--- src/rtl/ps2_key_parser.sv ---
// rtl/ps2_key_parser.sv - PS/2 scan-code sequence decoder with first-word-fall-through key-event FIFO
module ps2_key_parser #(
    parameter int FIFO_DEPTH     = 4,
    parameter int TIMEOUT_CYCLES = 2500000
) (
    input  logic       clk,
    input  logic       reset,
    input  logic [7:0] scan_code,
    input  logic       scan_tick,
    input  logic       key_rd,
    output logic [7:0] key_code,
    output logic       key_ext,
    output logic       key_brk,
    output logic       key_valid,
    output logic       overflow,
    output logic       err
);

    localparam int PW = $clog2(FIFO_DEPTH);
    localparam int TW = $clog2(TIMEOUT_CYCLES + 1);
    localparam logic [TW-1:0] T_LAST = TW'(TIMEOUT_CYCLES - 1);
    localparam logic [PW:0]   F_FULL = (PW + 1)'(FIFO_DEPTH);

    typedef enum logic [1:0] {IDLE, EXT, BRK, EXT_BRK} state_t;

    state_t        state, state_nxt;
    logic [TW-1:0] tmo_cnt;
    logic          q_req, q_ext, q_brk, err_nxt, timeout;

    logic [9:0]    mem [FIFO_DEPTH];
    logic [PW-1:0] wr_ptr, rd_ptr;
    logic [PW:0]   count;
    logic          full, empty, push, pop;

    wire is_e0   = (scan_code == 8'hE0);
    wire is_f0   = (scan_code == 8'hF0);
    wire is_bad  = (scan_code == 8'h00) || (scan_code == 8'hFF);

    assign timeout = (state != IDLE) && (tmo_cnt == T_LAST);

    // Byte decode; a tick on the expiry cycle is decoded normally and masks the timeout.
    always_comb begin
        state_nxt = state;
        q_req     = 1'b0;
        q_ext     = 1'b0;
        q_brk     = 1'b0;
        err_nxt   = 1'b0;
        if (scan_tick) begin
            case (state)
                IDLE: begin
                    if (is_e0)       state_nxt = EXT;
                    else if (is_f0)  state_nxt = BRK;
                    else if (is_bad) err_nxt   = 1'b1;
                    else             q_req     = 1'b1;
                end
                EXT: begin
                    if (is_f0)       state_nxt = EXT_BRK;
                    else if (is_e0)  state_nxt = EXT;
                    else if (is_bad) begin
                        err_nxt   = 1'b1;
                        state_nxt = IDLE;
                    end else begin
                        q_req     = 1'b1;
                        q_ext     = 1'b1;
                        state_nxt = IDLE;
                    end
                end
                BRK, EXT_BRK: begin
                    state_nxt = IDLE;
                    if (is_e0 || is_f0 || is_bad) begin
                        err_nxt = 1'b1;
                    end else begin
                        q_req = 1'b1;
                        q_ext = (state == EXT_BRK);
                        q_brk = 1'b1;
                    end
                end
                default: state_nxt = IDLE;
            endcase
        end else if (timeout) begin
            state_nxt = IDLE;
            err_nxt   = 1'b1;
        end
    end

    always_ff @(posedge clk or negedge reset) begin
        if (!reset) begin
            state   <= IDLE;
            tmo_cnt <= '0;
            err     <= 1'b0;
        end else begin
            state <= state_nxt;
            err   <= err_nxt;
            if (scan_tick || state == IDLE || timeout)
                tmo_cnt <= '0;
            else
                tmo_cnt <= tmo_cnt + TW'(1);
        end
    end

    assign empty = (count == '0);
    assign full  = (count == F_FULL);
    assign pop   = key_rd && !empty;
    // A simultaneous pop frees a slot, so a write into a full FIFO still lands.
    assign push  = q_req && (!full || pop);

    always_ff @(posedge clk) begin
        if (push)
            mem[wr_ptr] <= {q_ext, q_brk, scan_code};
    end

    always_ff @(posedge clk or negedge reset) begin
        if (!reset) begin
            wr_ptr   <= '0;
            rd_ptr   <= '0;
            count    <= '0;
            overflow <= 1'b0;
        end else begin
            if (push) wr_ptr <= wr_ptr + PW'(1);
            if (pop)  rd_ptr <= rd_ptr + PW'(1);
            if (push && !pop)      count <= count + (PW + 1)'(1);
            else if (pop && !push) count <= count - (PW + 1)'(1);
            if (q_req && !push)
                overflow <= 1'b1;
        end
    end

    assign key_valid = !empty;
    assign key_code  = key_valid ? mem[rd_ptr][7:0] : 8'h00;
    assign key_brk   = key_valid ? mem[rd_ptr][8]   : 1'b0;
    assign key_ext   = key_valid ? mem[rd_ptr][9]   : 1'b0;

endmodule

--- config.mk ---
export PLATFORM = sky130hd
export DESIGN_NAME = ps2_key_parser
export DESIGN_NICKNAME = d
export VERILOG_FILES = /design/src/rtl/ps2_key_parser.sv
export SDC_FILE = /design/constraint.sdc
export NUM_CORES = 1
export LEC_CHECK = 0
export BUFFER_PORTS_ARGS = -buffer_cell sky130_fd_sc_hd__buf_2
export CAP_MARGIN = 10
export CORE_MARGIN = 4
export CORE_UTILIZATION = 60
export DETAILED_ROUTE_END_ITERATION = 8
export PLACE_DENSITY_LB_ADDON = 0.08
export SYNTH_ARGS = -nofsm -noshare
export SYNTH_HDL_FRONTEND = slang
export SYNTH_SLANG_ARGS = --single-unit
--- constraint.sdc ---
create_clock -name clk -period 5.8 [get_ports clk]
set_input_delay 0.29 -clock clk [delete_from_list [all_inputs] [get_ports clk]]
set_output_delay 0.29 -clock clk [all_outputs]
set_load 0.05 [all_outputs]
### After elaboration in Yosys (flattened, before gate mapping)

Memory sizes are Yosys's and may differ from the RTL's.
Cells that the tools add are included.

* memories kept: 1
* logic and storage cells: 83
* output and inout port bits: 13
* memory bits (writable): 40
* register bits after elaboration: 33

Memories
* mem: words 4, bits a word 10, rd ports 1, clocked after Yosys merged registers in 0, wr ports 1, RTL line 30 `logic [9:0] mem [FIFO_DEPTH];`

* reductions and logical operators: 24
* add/subtract/negate cells: 5
* muxes and demuxes: 37
* equality and inequality tests: 9

Operator list (number)
* $eq 8x8->1 const B: 3
* $mux 1: 24
* $add 22x1->22 const B: 1
* $eq 22x22->1 const B: 1
* $mux 22: 1
* $mux 2: 5
* $logic_not 8->1: 1
* $mux 8: 1
* $logic_and 1x1->1: 6
* $logic_or 1x1->1: 6
* $mux 3: 2
* $pmux 1 s3: 2
* $pmux 2 s3: 1
* $reduce_bool 2->1: 3
* $add 2x1->2 const B: 2
* $eq 2x2->1 const B: 2
* $logic_not 1->1: 4
* $ne 4x4->1 const B: 1
* $add 3x1->3 const B: 1
* $eq 3x3->1 const B: 1
* $logic_not 3->1: 1
* $sub 3x1->3 const B: 1
* $eq 2x1->1 const B: 1
* $logic_not 2->1: 1
* 3 further kinds: 3

### Logic depth before layout (Yosys ltp)

Gate-level depths: netlist of the first run.

* depth after elaboration: 12
* mapped depth: 9
* gate-level depth less buffers: 9

### Worst setup path before layout of the first run

No wires, ideal clock.

* path kind: input to register
* from: input port scan_code[0]
* to: register count[1]
* data arrival time: 2151 ps
* path buffers: 0
* path slack: 3525 ps
* stages on the path: 7
* cells stage by stage: or4_1 o311ai_0 a21oi_1 ha_1 inv_1 fa_1 mux2_2

* word-level cells in the longest chain between the ends: 11
* elaborated cells on any way between the ends: 21
* those cells by class: 3 x eq/ne; 9 x mux; 9 x reduce/logical

Ends and longest elaborated chain
* start: declaration: RTL line 8 `input logic [7:0] scan_code,`
* $eq 8x8->1 or $logic_not 8->1 (tied branches): RTL line 37 `wire is_bad = (scan_code == 8'h00) || (scan_code == 8'hFF);`
* $logic_or 1x1->1: RTL line 37
* $mux 1: RTL line 53, 59
* $mux 1, on equally long branches: RTL line 58, 52
* $mux 1, on equally long branches: RTL line 57, 51
* $pmux 1 s3 *: RTL line 49 `case (state)`
* $mux 1 *: RTL line 48 `if (scan_tick) begin`
* $logic_and 1x1->1 *: RTL line 105 `assign push = q_req && (!full || pop);`
* via push: RTL line 33 `logic full, empty, push, pop;`
* $logic_not 1->1: RTL line 122 `else if (pop && !push) count <= count - (PW + 1)'(1);`
* $logic_and 1x1->1: RTL line 122
* $reduce_bool 2->1 (no source line)
* end signal: assignment: RTL line 121 `if (push && !pop) count <= count + (PW + 1)'(1);`
* end signal: assignment: RTL line 122
* end: declaration: RTL line 32 `logic [PW:0] count;`

The timed path passes the listed nets; every way through them passes the cells marked *.
A chain may end at the register's enable or synchronous reset.

### Worst setup path in the final report of the first run

* from: register rd_ptr[0]
* to: output port key_ext

* word-level cells in the longest chain between the ends: 2

Ends and longest elaborated chain
* start: declaration: RTL line 31 `logic [PW-1:0] wr_ptr, rd_ptr;`
* start signal: assignment: RTL line 120 `if (pop) rd_ptr <= rd_ptr + PW'(1);`
* $mem_v2 4x10
* $mux 1: RTL line 131 `assign key_ext = key_valid ? mem[rd_ptr][9] : 1'b0;`
* end: declaration: RTL line 12 `output logic key_ext,`

Every way passes these cells.

==> metrics.json, run 1 <==
{
  "run_status": {"value": "finished clean"},
  "worst_setup_skew_after_layout": {"value": 0.00858, "unit": "ns"},
  "routed_via_density": {"value": 5.80},
  "clock_power_share": {"value": 25.0, "unit": "%"},
  "drt_drc_violations_left": {"value": 0},
  "numCtsBuffers": {"value": 9},
  "grt_setup_unrepaired": {"value": "no"},
  "finalWeightedCongestion": {"value": 0.809},
  "max_slew_margin": {"value": 50.9, "unit": "%"},
  "worstSetupPathType": {"value": "reg -> out"},
  "num_vias": {"value": 2000},
  "ys_async_sr_fraction": {"value": 45.2, "unit": "%"},
  "postSynthNetCount": {"value": 263},
  "yosys.area.top_type": {"value": "sky130_fd_sc_hd__edfxtp_1"},
  "filler_cell_count": {"value": 377},
  "row_count": {"value": 26},
  "max-clock-path-buffers": {"value": 2},
  "postCtsHoldBufs": {"value": 0},
  "internal_dissipation": {"value": 1.11, "unit": "mW"},
  "synth_top_flop_cell": {"value": "sky130_fd_sc_hd__edfxtp_1"},
  "core": {"value": 5200, "unit": "µm²"},
  "first_global_vias": {"value": 1999},
  "hold_path_class": {"value": "in -> async"},
  "synth.yosys.seq_area_share": {"value": 61.9, "unit": "%"},
  "vdd_ir_drop_max": {"value": 0.282, "unit": "mV"},
  "area_added_between_synthesis_and_finish": {"value": 11.7, "unit": "%"},
  "power.share.combinational": {"value": 32.6, "unit": "%"},
  "first_pass_iters": {"value": 5},
  "hpwl": {"value": 3.81, "unit": "mm"},
  "syn-mean-instance-area": {"value": 13.4, "unit": "µm²"},
  "cp_max_fo": {"value": 12},
  "final_period_minus_worst_setup_slack": {"value": 2.38, "unit": "ns"},
  "netSwitchingFraction": {"value": 35.6, "unit": "%"},
  "globalRoute.totalOverflow": {"value": 0},
  "synthTopCellsByArea": {"value": "sky130_fd_sc_hd__edfxtp_1, sky130_fd_sc_hd__dfrtp_1, sky130_fd_sc_hd__mux4_2"},
  "initial_cell_density_of_the_core": {"value": 62.9, "unit": "%"},
  "die_w": {"value": 81.9, "unit": "µm"},
  "power.net_switching": {"value": 613, "unit": "µW"},
  "cts_tree": {"value": "yes"},
  "synthTopCellsByCount": {"value": "sky130_fd_sc_hd__edfxtp_1, sky130_fd_sc_hd__dfrtp_1, sky130_fd_sc_hd__and2_1, sky130_fd_sc_hd__nor2_1, sky130_fd_sc_hd__nand3_1"},
  "post-route-period-util": {"value": 41.1, "unit": "%"},
  "dpl-instance-area": {"value": 3440, "unit": "µm²"},
  "cts_post_setup_buffers_inserted": {"value": 0},
  "maxCapViolCount": {"value": 0},
  "grtUsageTotal": {"value": 19.8, "unit": "%"},
  "postSynthRegisterBits": {"value": 73},
  "cts.repair.resized": {"value": 0},
  "finish.net_count": {"value": 289},
  "setup_slack": {"value": 3.42, "unit": "ns"},
  "post_synth_inst_count": {"value": 244},
  "power.total": {"value": 1.73, "unit": "mW"},
  "final_hold_violation_count": {"value": 0},
  "synth_warnings": {"value": 0},
  "area_of_the_die": {"value": 6700, "unit": "µm²"},
  "postLayoutCellArea": {"value": 3660, "unit": "µm²"},
  "grt_pass1_wl": {"value": 9.68, "unit": "mm"},
  "antenna_left": {"value": 0},
  "power_density": {"value": 472, "unit": "nW/µm²"},
  "worst_setup_path_start_kind": {"value": "flop"},
  "power.share.sequential": {"value": 42.4, "unit": "%"},
  "htree_num_levels": {"value": 3},
  "clk_root_buffer_cell": {"value": "sky130_fd_sc_hd__clkbuf_8"},
  "port_buffers": {"value": 24},
  "critPathArrivalTime": {"value": 2.09, "unit": "ns"},
  "die_height": {"value": 81.9, "unit": "µm"},
  "maxClockFrequency": {"value": 0.420, "unit": "GHz"},
  "p_leak": {"value": 1.37, "unit": "nW"},
  "clkSlewWorstSetupHoldPaths": {"value": 0.08, "unit": "ns"},
  "synth_largest_type_area_fraction": {"value": 36.7, "unit": "%"},
  "drv_slew": {"value": 0},
  "most_frequent_cell_after_synthesis": {"value": "sky130_fd_sc_hd__edfxtp_1"},
  "avgRoutedWirePerCell": {"value": 16.5, "unit": "µm"},
  "post-place-ws": {"value": 3.22, "unit": "ns"},
  "max_slew.worst_pin.slew": {"value": 0.736, "unit": "ns"},
  "worst_skew_pair.late_latency": {"value": 0.34, "unit": "ns"},
  "totalWireLength": {"value": 5.70, "unit": "mm"},
  "final_layout_setup_total_negative_slack": {"value": 0, "unit": "ns"},
  "pin_count": {"value": 25},
  "synth.distinct_cells": {"value": 37},
  "grt_antenna_before_repair": {"value": 0},
  "grt_start_max_net_pins": {"value": 34},
  "numClockSinks": {"value": 73},
  "detailedRoute.firstIterationViolations": {"value": 81},
  "crit_required": {"value": 5.51, "unit": "ns"},
  "timing.critical_path.to_type": {"value": "primary output"},
  "syn_area": {"value": 3270, "unit": "µm²"},
  "number_of_flops_mapped_to_enable_cells_by_yosys": {"value": 40},
  "setup_viol": {"value": 0},
  "antenna-diode-count": {"value": 0},
  "post_route_cells_drive_above_1_share": {"value": 20.0, "unit": "%"}
}
## state kept, by name, summed over array words and instances, names as in the netlist
signal	cells
count	3
err	1
mem	40
overflow	1
rd_ptr	2
state	2
tmo_cnt	22
wr_ptr	2
## logic make-up after synthesis
logic type / share of synthesized area [%]
adder cells (fa/ha/maj): 2.91
multiplexers: 7.57
XOR/XNOR: 4.82
buffers and inverters: 2.18
AO/OA/AOI/OAI: 4.36
AND/OR/NAND/NOR: 16.2
flip-flops: 61.9
## critical path, stage by stage (launching register included)
cell                      delay, ns
sky130_fd_sc_hd__dfrtp_1       0.80
sky130_fd_sc_hd__mux4_2        0.59
sky130_fd_sc_hd__and2_1        0.17
sky130_fd_sc_hd__buf_2         0.20
## layer usage
| metal | track usage (%) | share of wire [%] | vias up |
|---|---|---|---|
| li1 | - | - | 960 |
| met1 | 25.4 | 44 | 998 |
| met2 | 32.6 | 51 | 36 |
| met3 | 3.29 | 3.6 | 6 |
| met4 | 10.1 | 1.3 | 0 |
| met5 | 0 | 0 | - |
## power groups by stage
stage	clock network (mW)	logic, mW	registers (mW)
2_1_floorplan	0	0.476	0.711
3_3_place_gp	0	0.565	0.742
3_5_place_dp	0	0.571	0.746
4_1_cts	0.439	0.573	0.735
5_1_grt	0.465	0.605	0.746
6_report	0.432	0.563	0.731
## cells in the final DEF (no fill, tap or decap), types with 2 or more instances in the layout
master / count
sky130_fd_sc_hd__a21o_1: 2
sky130_fd_sc_hd__a21oi_1: 9
sky130_fd_sc_hd__and2_1: 17
sky130_fd_sc_hd__and3_1: 2
sky130_fd_sc_hd__buf_2: 24
sky130_fd_sc_hd__bufinv_16: 2
sky130_fd_sc_hd__clkbuf_8: 10
sky130_fd_sc_hd__clkinv_2: 2
sky130_fd_sc_hd__dfrtp_1: 33
sky130_fd_sc_hd__edfxtp_1: 40
sky130_fd_sc_hd__ha_1: 6
sky130_fd_sc_hd__inv_1: 7
sky130_fd_sc_hd__mux2_2: 2
sky130_fd_sc_hd__mux4_2: 10
sky130_fd_sc_hd__nand2_1: 10
sky130_fd_sc_hd__nand3_1: 13
sky130_fd_sc_hd__nand4_1: 7
sky130_fd_sc_hd__nor2_1: 17
sky130_fd_sc_hd__nor2b_1: 2
sky130_fd_sc_hd__nor3_1: 4
sky130_fd_sc_hd__nor4_1: 4
sky130_fd_sc_hd__nor4b_1: 2
sky130_fd_sc_hd__o21ai_0: 8
sky130_fd_sc_hd__or3_1: 6
sky130_fd_sc_hd__or4_1: 5
sky130_fd_sc_hd__xnor2_1: 12
sky130_fd_sc_hd__xor2_1: 6
## through the flow
step	hold WS [ns]	instances	utilization (%)
after floorplan	-0.00559	244	-
after global placement	0.390	329	66.0
after detailed placement	0.394	329	66.0
after CTS	0.0288	345	70.2
after global routing	0.0600	345	70.2
final	0.00702	345	70.2
## final cells by class
cell class / instances / area, µm² / share of cell area [%]
flip-flops and latches: 73 / 2030 / 55.4
multi-input cells: 155 / 1170 / 32.1
clock buffers: 11 / 141 / 3.87
repair buffers: 24 / 120 / 3.29
well taps: 70 / 87.6 / 2.40
clock inverters: 5 / 78.8 / 2.16
inverters: 7 / 26.3 / 0.719
## path summary, 6_finish.rpt
check                                   from     endpoint  slack (ns)  cells after the start
worst max-delay path               rd_ptr[0]      key_ext        3.42                      3
worst min-delay path                   reset  tmo_cnt[18]       0.007                      1
worst max register to register      count[1]     count[2]        3.51                      8
worst min register to register      overflow     overflow        0.45                      1
max in group asynchronous              reset     state[0]        5.31                      1
min in group clk                scan_code[0]    mem[0][0]        0.19                      1
Note: power is estimated with default switching activity, not from simulation.
==> inputs of run 2 (changes only) <==
ABC_AREA = 1   (was unset)
CORE_UTILIZATION = 54   (was 60)
clock period = 1.9 ns   (was 5.8 ns; I/O delays follow)
==> metrics.json, run 2 <==
{
  "antenna-diode-count": {"value": 0, "change": "unchanged"},
  "final_cells": {"value": 570, "change": "+65%"},
  "timing.critical_path.to_type": {"value": "flop"},
  "largestRegisters": {"value": "mem x40, tmo_cnt x22, count x3"},
  "worstSetupPathType": {"value": "reg -> reg"},
  "grtUsageTotal": {"value": 20.9, "unit": "%", "change": "+1.1 points"},
  "crit_required": {"value": 2.13, "unit": "ns", "change": "-3.38 ns"},
  "worst_hold_path.num_cells": {"value": 3},
  "post-route-period-util": {"value": 101, "unit": "%"},
  "failed_checks": {"value": "negative setup slack"},
  "maxClockFrequency": {"value": 0.521, "unit": "GHz"},
  "drv_slew": {"value": 0, "change": "unchanged"},
  "run_status": {"value": "finished with violations"},
  "finalWeightedCongestion": {"value": 0.952, "change": "+18%"},
  "max_slew.worst_pin.slew": {"value": 0.733, "unit": "ns", "change": "-0.00312 ns"},
  "wl_met3": {"value": 394, "unit": "µm", "change": "+93%"},
  "first_global_vias": {"value": 2920, "change": "+46%"},
  "layout_common_cells": {"value": "sky130_fd_sc_hd__nor2_1, sky130_fd_sc_hd__nand2_1, sky130_fd_sc_hd__inv_1"},
  "die_w": {"value": 90.8, "unit": "µm", "change": "+11%"},
  "finish.net_count": {"value": 507, "change": "+75%"},
  "syn_area": {"value": 3700, "unit": "µm²", "change": "+13%"},
  "dpl-instance-area": {"value": 4120, "unit": "µm²", "change": "+20%"},
  "area_of_the_die": {"value": 8240, "unit": "µm²", "change": "+23%"},
  "m1WireLength": {"value": 3.20, "unit": "mm", "change": "+28%"},
  "worst_skew_pair.late_latency": {"value": 0.35, "unit": "ns", "change": "about the same"},
  "yosys.area.top_type": {"value": "sky130_fd_sc_hd__edfxtp_1"},
  "p_leak": {"value": 1.86, "unit": "nW", "change": "+36%"},
  "critPathArrivalTime": {"value": 2.15, "unit": "ns", "change": "+0.06 ns"},
  "placed_cells_incl_taps": {"value": 550, "change": "+67%"},
  "largest_register_by_flop_count": {"value": "mem"},
  "core": {"value": 6490, "unit": "µm²", "change": "+25%"},
  "worstReg2RegEnd": {"value": "count[1]"},
  "setup_viol": {"value": 1, "change": "+1"},
  "drt_drc_violations_left": {"value": 0, "change": "unchanged"},
  "first_pass_iters": {"value": 5, "change": "unchanged"},
  "grt_antenna_before_repair": {"value": 0, "change": "unchanged"},
  "clk_root_buffer_cell": {"value": "sky130_fd_sc_hd__clkbuf_8"},
  "timing.reg2reg.worst_path_depth": {"value": 8, "change": "unchanged"},
  "antenna_left": {"value": 0, "change": "unchanged"},
  "htree_num_levels": {"value": 3, "change": "unchanged"},
  "num_vias": {"value": 2938, "change": "+47%"},
  "ys_async_sr_fraction": {"value": 45.2, "unit": "%", "change": "unchanged"},
  "grt_start_max_net_pins": {"value": 34, "change": "unchanged"},
  "totalWireLength": {"value": 7.77, "unit": "mm", "change": "+36%"},
  "detailedRoute.firstIterationViolations": {"value": 122, "change": "+51%"},
  "largest_register_ff_count": {"value": 40, "change": "unchanged"},
  "synthTopCellsByArea": {"value": "sky130_fd_sc_hd__edfxtp_1, sky130_fd_sc_hd__dfrtp_1, sky130_fd_sc_hd__nor2_1"},
  "setup_slack": {"value": -0.0202, "unit": "ns", "change": "-3.44 ns"},
  "die_height": {"value": 90.8, "unit": "µm", "change": "+11%"},
  "cp_max_fo": {"value": 3, "change": "-9"},
  "worst_r2r_startpoint": {"value": "count[1]"},
  "synthTopCellsByCount": {"value": "sky130_fd_sc_hd__nor2_1, sky130_fd_sc_hd__nand2_1, sky130_fd_sc_hd__inv_1, sky130_fd_sc_hd__edfxtp_1, sky130_fd_sc_hd__dfrtp_1"},
  "initial_cell_density_of_the_core": {"value": 57.0, "unit": "%", "change": "-5.9 points"},
  "row_count": {"value": 29, "change": "+12%"},
  "globalRoute.totalOverflow": {"value": 0, "change": "unchanged"},
  "route.met2.wl": {"value": 3.85, "unit": "mm", "change": "+32%"},
  "post_route_cells_drive_above_1_share": {"value": 20.7, "unit": "%", "change": "+0.69 points"},
  "numCtsBuffers": {"value": 9, "change": "unchanged"},
  "numClockSinks": {"value": 73, "change": "unchanged"},
  "postLayoutCellArea": {"value": 4390, "unit": "µm²", "change": "+20%"},
  "grt_setup_unrepaired": {"value": "yes"},
  "hold_path_class": {"value": "in -> reg"},
  "maxCapViolCount": {"value": 0, "change": "unchanged"},
  "hold_path_startpoint": {"value": "scan_tick"},
  "pin_count": {"value": 25, "change": "unchanged"},
  "hpwl": {"value": 5.69, "unit": "mm", "change": "+50%"},
  "hold-path-endpoint": {"value": "state[0]"},
  "number_of_flops_mapped_to_enable_cells_by_yosys": {"value": 40, "change": "unchanged"},
  "most_frequent_cell_after_synthesis": {"value": "sky130_fd_sc_hd__nor2_1"},
  "grt_pass1_wl": {"value": 13.7, "unit": "mm", "change": "+41%"},
  "avgRoutedWirePerCell": {"value": 13.6, "unit": "µm", "change": "-18%"},
  "postSynthNetCount": {"value": 443, "change": "+68%"},
  "synth.distinct_cells": {"value": 31, "change": "-16%"},
  "post_synth_inst_count": {"value": 424, "change": "+74%"},
  "worst_setup_skew_after_layout": {"value": 0.00671, "unit": "ns", "change": "-0.00187 ns"},
  "synth_largest_type_area_fraction": {"value": 32.5, "unit": "%", "change": "-4.2 points"},
  "power_density": {"value": 1300, "unit": "nW/µm²", "change": "+180%"},
  "routed_via_density": {"value": 5.15, "change": "-11%"},
  "synth.yosys.seq_area_share": {"value": 54.8, "unit": "%", "change": "-7.2 points"},
  "synth_top_flop_cell": {"value": "sky130_fd_sc_hd__edfxtp_1"},
  "final_common_cell": {"value": "sky130_fd_sc_hd__nor2_1"},
  "port_buffers": {"value": 24, "change": "unchanged"},
  "cts_tree": {"value": "yes"},
  "timing.reg2reg.setup_slack": {"value": -0.02, "unit": "ns", "change": "-3.53 ns"},
  "postSynthRegisterBits": {"value": 73, "change": "unchanged"},
  "area_added_between_synthesis_and_finish": {"value": 18.7, "unit": "%"},
  "worst_setup_path_start_kind": {"value": "flop"},
  "syn-mean-instance-area": {"value": 8.73, "unit": "µm²", "change": "-35%"},
  "max_slew_margin": {"value": 51.1, "unit": "%", "change": "+0.21 points"},
  "vdd_ir_drop_max": {"value": 0.578, "unit": "mV", "change": "+100%"},
  "clkSlewWorstSetupHoldPaths": {"value": 0.07, "unit": "ns", "change": "about the same"},
  "synth_warnings": {"value": 0, "change": "unchanged"},
  "highest-signal-layer": {"value": "met4"},
  "max-clock-path-buffers": {"value": 2, "change": "unchanged"},
  "final_period_minus_worst_setup_slack": {"value": 1.92, "unit": "ns"},
  "final_hold_violation_count": {"value": 0, "change": "unchanged"}
}
[run 2: cell types whose count changed after synthesis, sizes merged, moves of 3 or more]
cell   before  now
and2       17    0
inv         7   49
xnor2      12    3
a21oi       9   13
nor2       17  113
nand2      10   83
mux4       10    0
or3         6    0
nor3        4    7
xor2        6   10
nand3      13   18
or4         6    0
o21ai       8   24
[run 2: area by class of cell]
type / count / area [µm²]
Clock buffer: 9 / 124
Multi-Input combinational cell: 293 / 1470
Tap cell: 77 / 96.3
Fill cell: 525 / 2100
Timing Repair Buffer: 62 / 430
Inverter: 49 / 186
Clock inverter: 7 / 61.3
Sequential cell: 73 / 2030
[run 2: per-layer routing]
layer | global-route usage, % | vias to the layer above
met5 | 0 | -
met4 | 11.4 | 0
met3 | 3.75 | 27
met2 | 36.3 | 85
met1 | 24.3 | 1340
li1 | - | 1486
[run 2: worst max-delay path: stages, from the launching register on]
cell	delay, ns
sky130_fd_sc_hd__dfrtp_1	0.41
sky130_fd_sc_hd__nor4_2	0.25
sky130_fd_sc_hd__inv_1	0.10
sky130_fd_sc_hd__nand3_2	0.09
sky130_fd_sc_hd__inv_2	0.05
sky130_fd_sc_hd__ha_4	0.15
sky130_fd_sc_hd__inv_4	0.05
sky130_fd_sc_hd__fa_1	0.42
sky130_fd_sc_hd__mux2_4	0.28
[run 2: repair_timing]
item | 4_1_cts | 5_1_grt
hold buffers | 2 | 0
pin swaps | 1 | 0
setup endpoints to repair | 10 | 11
resized for setup | 2 | 9
cloned | 0 | 0
buffers inserted | 0 | 2
hold endpoints to repair | 37 | 0
[run 2: worst max path at each step]
stage,start,to,cells past startpoint,slack (ns)
2_1_floorplan,count[1],count[1],8,-0.02
4_1_cts,count[1],count[1],8,-0.05
6_report,count[1],count[1],8,-0.02
5_1_grt,count[1],count[1],8,-0.10
3_5_place_dp,scan_code[6],count[2],15,-0.09
3_3_place_gp,scan_code[6],count[2],15,-0.04
[run 2: metrics by stage]
stage	hold WS (ns)	util (%)	TNS (ns)	worst slack [ns]	power [mW]
floorplan	-0.201	-	-0.0208	-0.0208	3.77
CTS	0.0204	66.8	-0.0783	-0.0486	5.63
finish	0.0400	67.6	-0.0202	-0.0202	5.72
detailed placement	0.196	63.5	-0.175	-0.0878	4.46
global route	0.0362	67.6	-0.193	-0.100	6.09
global placement	0.191	63.5	-0.0412	-0.0377	4.40
[run 2: kinds of logic (layout without fill, tap and decap cells)]
group                      count (synthesis)  count (layout)  share of synthesized area [%]
adders and majority gates                  7               7                           2.57
muxes                                      1               1                          0.304
and+or+nand+nor                          234             234                           27.5
DFF                                       73              73                           54.8
xor gates and xnor gates                  13              13                           3.08
AOI/OAI and AO/OA                         38              38                           5.41
buffers and inverters                     58             127                           6.36
[run 2: power by group]
part           switching (mW)  internal [mW]
registers               0.143           1.95
clock network           0.562          0.592
logic                    1.65          0.812
==> inputs of run 3 (changes only) <==
SETUP_SLACK_MARGIN = 0.2   (was unset)
==> metrics.json, run 3 (synthesized netlist as in run 2, its figures left out) <==
{
  "finish.net_count": {"value": 512, "change": "+0.99%"},
  "worstSetupPathType": {"value": "reg -> reg"},
  "maxClockFrequency": {"value": 0.521, "unit": "GHz", "change": "about the same"},
  "hold-path-endpoint": {"value": "state[0]"},
  "grt_pass1_wl": {"value": 13.6, "unit": "mm", "change": "-0.46%"},
  "pin_count": {"value": 25, "change": "unchanged"},
  "largest_register_ff_count": {"value": 40, "change": "unchanged"},
  "final_common_cell": {"value": "sky130_fd_sc_hd__nor2_1"},
  "worst_setup_skew_after_layout": {"value": 0.00377, "unit": "ns", "change": "-0.00294 ns"},
  "worst_setup_path_start_kind": {"value": "flop"},
  "clk_root_buffer_cell": {"value": "sky130_fd_sc_hd__clkbuf_8"},
  "largest_register_by_flop_count": {"value": "mem"},
  "grt_antenna_before_repair": {"value": 0, "change": "unchanged"},
  "setup_viol": {"value": 1, "change": "unchanged"},
  "core": {"value": 6490, "unit": "µm²", "change": "unchanged"},
  "die_height": {"value": 90.8, "unit": "µm", "change": "unchanged"},
  "post-route-period-util": {"value": 101, "unit": "%", "change": "about the same"},
  "numCtsBuffers": {"value": 9, "change": "unchanged"},
  "layout.core_utilization": {"value": 72.9, "unit": "%", "change": "+5.2 points"},
  "run_status": {"value": "finished with violations"},
  "worst_r2r_startpoint": {"value": "count[1]"},
  "worstReg2RegEnd": {"value": "count[1]"},
  "placed_cells_incl_taps": {"value": 549, "change": "-0.18%"},
  "dpl-instance-area": {"value": 4120, "unit": "µm²", "change": "-0.18%"},
  "layout_common_cells": {"value": "sky130_fd_sc_hd__nor2_1, sky130_fd_sc_hd__nand2_1, sky130_fd_sc_hd__inv_1"},
  "port_buffers": {"value": 24, "change": "unchanged"},
  "power_density": {"value": 1420, "unit": "nW/µm²", "change": "+8.9%"},
  "worst_skew_pair.late_latency": {"value": 0.34, "unit": "ns", "change": "about the same"},
  "drt_drc_violations_left": {"value": 0, "change": "unchanged"},
  "numClockSinks": {"value": 73, "change": "unchanged"},
  "antenna-diode-count": {"value": 0, "change": "unchanged"},
  "max_slew.worst_pin.slew": {"value": 0.727, "unit": "ns", "change": "-0.00594 ns"},
  "maxCapViolCount": {"value": 0, "change": "unchanged"},
  "setup_slack": {"value": -0.0209, "unit": "ns", "change": "-0.000731 ns"},
  "largestRegisters": {"value": "mem x40, tmo_cnt x22, count x3"},
  "p_leak": {"value": 1.93, "unit": "nW", "change": "+4.1%"},
  "avgRoutedWirePerCell": {"value": 15.1, "unit": "µm", "change": "+11%"},
  "clkSlewWorstSetupHoldPaths": {"value": 0.08, "unit": "ns", "change": "about the same"},
  "detailedRoute.firstIterationViolations": {"value": 150, "change": "+23%"},
  "hpwl": {"value": 5.66, "unit": "mm", "change": "-0.53%"},
  "htree_num_levels": {"value": 3, "change": "unchanged"},
  "max-clock-path-buffers": {"value": 2, "change": "unchanged"},
  "totalWireLength": {"value": 8.70, "unit": "mm", "change": "+12%"},
  "first_global_vias": {"value": 2932, "change": "+0.41%"},
  "grt_start_max_net_pins": {"value": 34, "change": "unchanged"},
  "holdWs": {"value": 0.0324, "unit": "ns", "change": "-0.00758 ns"},
  "grt_setup_unrepaired": {"value": "yes"},
  "hold_path_class": {"value": "in -> reg"},
  "final_period_minus_worst_setup_slack": {"value": 1.92, "unit": "ns", "change": "+0.000731 ns"},
  "area_added_between_synthesis_and_finish": {"value": 27.9, "unit": "%"},
  "filler_cell_count": {"value": 487, "change": "-7.2%"},
  "hold_path_startpoint": {"value": "scan_tick"},
  "antenna_left": {"value": 0, "change": "unchanged"},
  "max_slew_margin": {"value": 51.5, "unit": "%", "change": "+0.40 points"},
  "power.total": {"value": 6.71, "unit": "mW", "change": "+17%"},
  "final_hold_violation_count": {"value": 0, "change": "unchanged"},
  "num_vias": {"value": 3009, "change": "+2.4%"},
  "slowest_delay": {"value": 0.42, "unit": "ns", "change": "about the same"},
  "vdd_ir_drop_max": {"value": 0.566, "unit": "mV", "change": "-2.0%"},
  "critPathArrivalTime": {"value": 2.15, "unit": "ns", "change": "about the same"},
  "globalRoute.totalOverflow": {"value": 0, "change": "unchanged"},
  "drv_slew": {"value": 0, "change": "unchanged"},
  "crit_path_cell_trace": {"value": "nor4_2 -> inv_1 -> nand3_2 -> inv_2 -> ha_4 -> inv_2 -> fa_1 -> mux2_4"},
  "cts_tree": {"value": "yes"},
  "timing.reg2reg.worst_path_depth": {"value": 8, "change": "unchanged"},
  "first_pass_iters": {"value": 5, "change": "unchanged"},
  "postLayoutCellArea": {"value": 4730, "unit": "µm²", "change": "+7.7%"},
  "crit_required": {"value": 2.13, "unit": "ns", "change": "about the same"},
  "failed_checks": {"value": "negative setup slack"},
  "critical-path-slowest-cell": {"value": "sky130_fd_sc_hd__dfrtp_1"},
  "post_route_cells_drive_above_1_share": {"value": 28.5, "unit": "%", "change": "+7.8 points"},
  "worst_hold_path.num_cells": {"value": 3, "change": "unchanged"},
  "timing.critical_path.to_type": {"value": "flop"},
  "final_cells": {"value": 575, "change": "+0.88%"},
  "row_count": {"value": 29, "change": "unchanged"},
  "timing.reg2reg.setup_slack": {"value": -0.02, "unit": "ns", "change": "about the same"},
  "cp_max_fo": {"value": 3, "change": "unchanged"},
  "finalWeightedCongestion": {"value": 0.954, "change": "+0.16%"},
  "initial_cell_density_of_the_core": {"value": 57.0, "unit": "%", "change": "unchanged"},
  "grtUsageTotal": {"value": 21.0, "unit": "%", "change": "+0.12 points"},
  "area_of_the_die": {"value": 8240, "unit": "µm²", "change": "unchanged"},
  "crit_top_cell": {"value": "sky130_fd_sc_hd__inv_2"},
  "die_w": {"value": 90.8, "unit": "µm", "change": "unchanged"},
  "routed_via_density": {"value": 5.23, "change": "+1.5%"}
}
run 3: cell types whose count changed in the layout (fill, tap and decap cells not counted), moves of 5 or more:
| cell | delta |
|---|---|
| sky130_fd_sc_hd__o21ai_1 | +13 |
| sky130_fd_sc_hd__buf_2 | -7 |
| sky130_fd_sc_hd__clkinvlp_4 | +5 |
| sky130_fd_sc_hd__buf_4 | +5 |
| sky130_fd_sc_hd__o21ai_0 | -19 |
| sky130_fd_sc_hd__o21ai_2 | +6 |
| sky130_fd_sc_hd__nor2_4 | +14 |
| sky130_fd_sc_hd__nor2_1 | -23 |
| sky130_fd_sc_hd__nor2_2 | +9 |
run 3: repair_timing:
item	in CTS	in global routing
gates resized for setup	18	73
gates cloned	3	3
setup buffers	1	2
pin swaps	2	25
setup endpoints to repair	12	17
hold buffers	1	0
endpoints found under the hold margin	33	0
run 3: cell type report:
class	count	area, µm²	area share (%)
multi-input combinational	293	1630	34.5
tap	77	96.3	2.04
sequential	73	2030	42.8
clock buffer	9	124	2.62
clock inverter	7	95.1	2.01
timing repair buffer	64	548	11.6
timing repair inverter	3	22.5	0.476
inverter	49	188	3.97
run 3: layer usage:
layer | GRT usage, % | vias to the layer above | wire length, µm
met5 | 0 | - | 0
li1 | - | 1498 | -
met2 | 37.6 | 83 | 4740
met1 | 24.1 | 1409 | 3420
met3 | 5.00 | 19 | 309
met4 | 8.29 | 0 | 221
run 3: worst max-delay path: cells and delay by family (launching register included):
family	cells	cell delay, ns
mux	1	0.28
flops	1	0.42
buf+inv	3	0.21
simple gates	2	0.35
fa+ha+maj	2	0.56
run 3: worst max path at each step:
stage                       startpoint  cells past startpoint  slack (ns)  endpoint
after floorplan               count[1]                      8       -0.02  count[1]
after global placement    scan_code[6]                     15       -0.05  count[2]
after detailed placement  scan_code[6]                     15       -0.08  count[2]
after CTS                     count[1]                      8       -0.03  count[1]
after global routing          count[1]                      8       -0.07  count[1]
final                         count[1]                      8       -0.02  count[1]
run 3: per-stage QoR:
| step | worst slack [ns] | TNS [ns] |
|---|---|---|
| 5_1_grt | -0.0660 | -0.130 |
| 2_1_floorplan | -0.0208 | -0.0208 |
| 3_5_place_dp | -0.0788 | -0.123 |
| 6_report | -0.0209 | -0.0209 |
| 3_3_place_gp | -0.0458 | -0.0502 |
| 4_1_cts | -0.0322 | -0.0500 |
run 3: where the power goes:
group	internal [mW]	switching, mW	total [mW]
logic	1.23	2.02	3.25
clock network	0.739	0.599	1.34
registers	1.96	0.155	2.11
